<file path="config.mk">
export PLATFORM = sky130hd
export DESIGN_NAME = shift_arbiter
export DESIGN_NICKNAME = d
export VERILOG_FILES = /design/src/rtl/shift_arbiter.sv
export SDC_FILE = /design/constraint.sdc
export NUM_CORES = 1
export LEC_CHECK = 0
export CORE_UTILIZATION = 25
export CTS_BUF_LIST = sky130_fd_sc_hd__clkbuf_8
export DETAILED_ROUTE_END_ITERATION = 16
export PLACE_DENSITY = 0.54
export SYNTH_ARGS = -nofsm -noshare
export SYNTH_HDL_FRONTEND = slang
export SYNTH_SLANG_ARGS = --single-unit
</file>
<file path="constraint.sdc">
create_clock -name i_clk -period 2.3 [get_ports i_clk]
set_input_delay 0.46 -clock i_clk [delete_from_list [all_inputs] [get_ports i_clk]]
set_output_delay 0.46 -clock i_clk [all_outputs]
set_load 0.01 [all_outputs]
</file>
<file path="src/rtl/shift_arbiter.sv">
// Round-robin shared 32-bit iterative shifter for two requesters; result after 2 + ceil(amt/STEP) cycles from grant.
// Grants only in IDLE; result held in DONE until i_out_ready, so the consumer stalls the unit and both requesters.
module shift_arbiter #(
  parameter int STEP = 8
) (
  input  logic        i_clk,
  input  logic        i_rst,
  input  logic        i_req0,
  input  logic [31:0] i_in0,
  input  logic [4:0]  i_amt0,
  input  logic        i_dir0,
  output logic        o_gnt0,
  input  logic        i_req1,
  input  logic [31:0] i_in1,
  input  logic [4:0]  i_amt1,
  input  logic        i_dir1,
  output logic        o_gnt1,
  output logic [31:0] o_out,
  output logic        o_out_id,
  output logic        o_out_valid,
  input  logic        i_out_ready
);

  localparam logic [1:0] S_IDLE  = 2'd0;
  localparam logic [1:0] S_SHIFT = 2'd1;
  localparam logic [1:0] S_DONE  = 2'd2;
  localparam logic [4:0] STEP_AMT = 5'(STEP);

  logic [1:0]  r_state;
  logic [31:0] r_acc;
  logic [4:0]  r_rem;
  logic        r_dir;
  logic        r_id;
  logic        r_last;

  logic        w_idle;
  logic        w_gnt0;
  logic        w_gnt1;
  logic [4:0]  w_k;

  // r_last names the most recently served requester; on contention the other one wins.
  assign w_idle = (r_state == S_IDLE) && !i_rst;
  assign w_gnt0 = w_idle && i_req0 && (!i_req1 || r_last);
  assign w_gnt1 = w_idle && i_req1 && (!i_req0 || !r_last);
  assign w_k    = (r_rem < STEP_AMT) ? r_rem : STEP_AMT;

  always_ff @(posedge i_clk) begin
    if (i_rst) begin
      r_state <= S_IDLE;
      r_acc   <= 32'd0;
      r_rem   <= 5'd0;
      r_dir   <= 1'b0;
      r_id    <= 1'b0;
      r_last  <= 1'b1;
    end else begin
      case (r_state)
        S_IDLE: begin
          if (w_gnt0) begin
            r_acc   <= i_in0;
            r_rem   <= i_amt0;
            r_dir   <= i_dir0;
            r_id    <= 1'b0;
            r_last  <= 1'b0;
            r_state <= S_SHIFT;
          end else if (w_gnt1) begin
            r_acc   <= i_in1;
            r_rem   <= i_amt1;
            r_dir   <= i_dir1;
            r_id    <= 1'b1;
            r_last  <= 1'b1;
            r_state <= S_SHIFT;
          end
        end
        S_SHIFT: begin
          // The Rem=0 cycle is the exit cycle, so even a zero shift spends one cycle here.
          if (r_rem == 5'd0) begin
            r_state <= S_DONE;
          end else begin
            r_acc <= r_dir ? (r_acc >> w_k) : (r_acc << w_k);
            r_rem <= r_rem - w_k;
          end
        end
        S_DONE: begin
          if (i_out_ready) r_state <= S_IDLE;
        end
        default: r_state <= S_IDLE;
      endcase
    end
  end

  assign o_gnt0      = w_gnt0;
  assign o_gnt1      = w_gnt1;
  assign o_out       = r_acc;
  assign o_out_id    = r_id;
  assign o_out_valid = (r_state == S_DONE);

endmodule

</file>
==> reports/metrics.cfg <==
[global_routing]
first_global_vias=7451
antenna_found_initial=0
globalRouteTotalUtil_pct=25.9
gr-total-overflow=0
grt_max_degree=36
grt_pass1_wl_um=46400

[drt]
route.detailed.drc=1
drt_wl_total_um=30800
num_vias=7635
wl_per_cell_um=24.2
dr.first_iter.drc_count=1051
via_per_inst=5.99
drtAntennaViolNets=0
firstDrtPassIters=12

[finish]
fin_nets=1076
multi_input_area_um2=4430
mostFrequentLayoutCells=buf_4 (212), clkdlybuf4s50_1 (113), nor2_1 (71)
area_growth_pct=53.7
final_common_cell=buf_4
fillers=2261
antennaDiodeCount=0
final_area_um2=8710
fin_cells=1274
drive_above_1_share_pct=32.8
regArea_um2=857

[synthesis]
synth_cells=749
ys_seq_elements=42
ys_seq_area_share_pct=14.8
ys_warn_count=0
synth_edf_count=0
syn_avg_cell_area_um2=7.57
syn-cell-area_um2=5670
synthArstFlopShare_pct=0
syn_nets=831
synth_top_area_share_pct=14.8
yosysUniqueCellTypes=77
yosys.area.top_type=dfxtp_1
synthFlopType=dfxtp_1
ys_top_cells_by_area=dfxtp_1 (15%), mux2i_1 (8.7%), a211oi_1 (6.2%), mux2_2 (5.2%), nor2_1 (4.8%)

[power]
p_leak_nw=3.44
ir_drop_mv=0.402
p_sw_share_pct=50.4
power_density_nw_per_um2=1160
p_comb_share_pct=76.9
internal_power_w=0.00502
seqPwrFrac_pct=16.6
clkPwrFrac_pct=6.5
p_sw_w=0.00510

[die]
io_pins=117
die_height_um=153
core_area_um2=22000
num_rows=54
die_x_um=153
die_area_um2=23300
initial_utilization_pct=25.7

[worst_setup_path]
cpMaxStageDelayCell=mux4_2
cp_num_buf_inv=2
cp-end-kind=flip-flop
path_cells=buf_6 -> nor3b_4 -> buf_12 -> mux4_2 -> or3_1 -> o211ai_1 -> a311oi_1
cp.arrival_ns=2.42
cp_max_fo=7
worstSetupPathType=flip-flop to flip-flop
worstPathRequired_ns=2.48
rr_worst_depth=7
start_kind=flip-flop
crit_path_max_incr_delay_ns=0.48
cp_top_family=simple AND/OR/NAND/NOR gates
crit_cells=7

[cts]
postCtsHoldBufs=0
clock_path_buffers=2
htreeDepth=2
clkTransAtPathRegs_ns=0.09
root_buffer=clkbuf_8
cts_sinks=42
cts_tree=built
clk_latency_ns=0.32
cts_buffers=5

[place]
dpl.cell_count=1259
pre_cts_ws_ns=-0.253
dp_hpwl_um=24200
placed_cell_area_um2=8410
gp_congestion=0.969
portBuffers=116

[sta]
fin_crit_ns=2.24
final.period_utilization_pct=97.4
final-hold-violation-count=0
worst-slew-pin-transition_ns=0.506
setup_viol_count_final=0
finalMaxSlewViolations=0
setup_tns_ns=0
timing.hold.ws_ns=0.510
finClkSkew_ns=0.0116
timing.final.ws_setup_ns=0.0587
maxSlewHeadroom_pct=65.9
max_freq_ghz=0.446
rsz0062_at_grt=yes

[hold_path]
min-delay-path-class=flip-flop to flip-flop
min_path_cells=1

[run]
cap_violations=0

[outcome]
violations=DRC
status=finished, violations left

## metrics by stage
step	util, %	total power, W
CTS	39.0	0.00976
finish	39.6	0.0101
global placement	38.2	0.00912
floorplan	-	0.00518
global route	39.6	0.0106
detailed placement	38.2	0.00904
## power groups by stage
stage	combinational (W)	clock (W)	sequential (W)
CTS	0.00749	0.000656	0.00162
floorplan	0.00384	0	0.00134
global placement	0.00746	0	0.00166
detailed placement	0.00740	0	0.00164
finish	0.00779	0.000658	0.00168
global route	0.00821	0.000688	0.00170
## cell usage after synthesis, types with 5 or more instances
| library cell | n |
|---|---|
| nand2_1 | 59 |
| o211a_1 | 7 |
| o21ai_0 | 34 |
| a31oi_1 | 11 |
| a21oi_1 | 54 |
| a311oi_1 | 26 |
| nor2b_1 | 11 |
| buf_4 | 6 |
| dfxtp_1 | 42 |
| nor4bb_1 | 5 |
| and4bb_2 | 6 |
| o211ai_1 | 11 |
| nor3_1 | 14 |
| clkbuf_1 | 47 |
| o221ai_1 | 5 |
| a211oi_1 | 47 |
| a2bb2oi_1 | 7 |
| buf_6 | 7 |
| o221a_2 | 6 |
| nor2_1 | 73 |
| mux4_2 | 6 |
| a221oi_1 | 17 |
| a22oi_1 | 20 |
| mux2i_1 | 49 |
| buf_2 | 36 |
| nand3_1 | 12 |
| a311o_1 | 6 |
| mux2_2 | 26 |
| inv_1 | 7 |
## flip-flops by register name (all words and copies together) (netlist names)
name / flops
r_dir: 1
r_last: 1
r_state: 2
r_rem: 5
o_out: 32
o_out_id: 1
## worst reg2reg max path, cell delays in order, from the launching register on
cell	delay, ns
dfxtp_4	0.40
buf_6	0.14
nor3b_4	0.22
buf_12	0.15
mux4_2	0.49
or3_1	0.34
o211ai_1	0.21
a311oi_1	0.15
## worst paths after layout
check / from / end / slack (ns)
worst min register to register: o_out_id$_SDFFE_PP0P_ / o_out_id$_SDFFE_PP0P_ / 0.51
worst max-delay path: r_rem[4]$_SDFFE_PP0P_ / o_out[17]$_SDFFE_PP0P_ / 0.06
worst max register to register: r_rem[4]$_SDFFE_PP0P_ / o_out[17]$_SDFFE_PP0P_ / 0.06
worst min-delay path: o_out_id$_SDFFE_PP0P_ / o_out_id$_SDFFE_PP0P_ / 0.51
## logic make-up after synthesis
| logic type | count (synthesis) | synth area share, % |
|---|---|---|
| compound gates | 290 | 37.7 |
| simple gates | 226 | 21.7 |
| buf+inv | 108 | 9.27 |
| mux | 81 | 16.2 |
| flops | 42 | 14.8 |
| fa+ha+maj | 1 | 0.221 |
| other cells | 1 | 0.0662 |
## per-layer routing
metal	vias up	wire (um)	global-route usage [%]
met5	-	0	0
met4	0	1400	10.6
met3	99	3150	5.75
met2	485	13500	40.6
met1	3621	12800	34.2
li1	3430	-	-
## area by class of cell
type                       instances  area share, %
clock buffer                       6          0.948
clock inverter                     1          0.345
inverter                           8          0.345
multi-input combinational        599           50.9
sequential                        42           9.84
tap                              280           4.02
timing repair buffer             338           33.6
## what timing repair did
| action | in CTS | in global routing |
|---|---|---|
| buffers inserted | 6 | 2 |
| setup endpoints to repair | 20 | 20 |
| resized for setup | 11 | 26 |
| pin swaps | 2 | 3 |
Power figures use the tool's default switching activity.
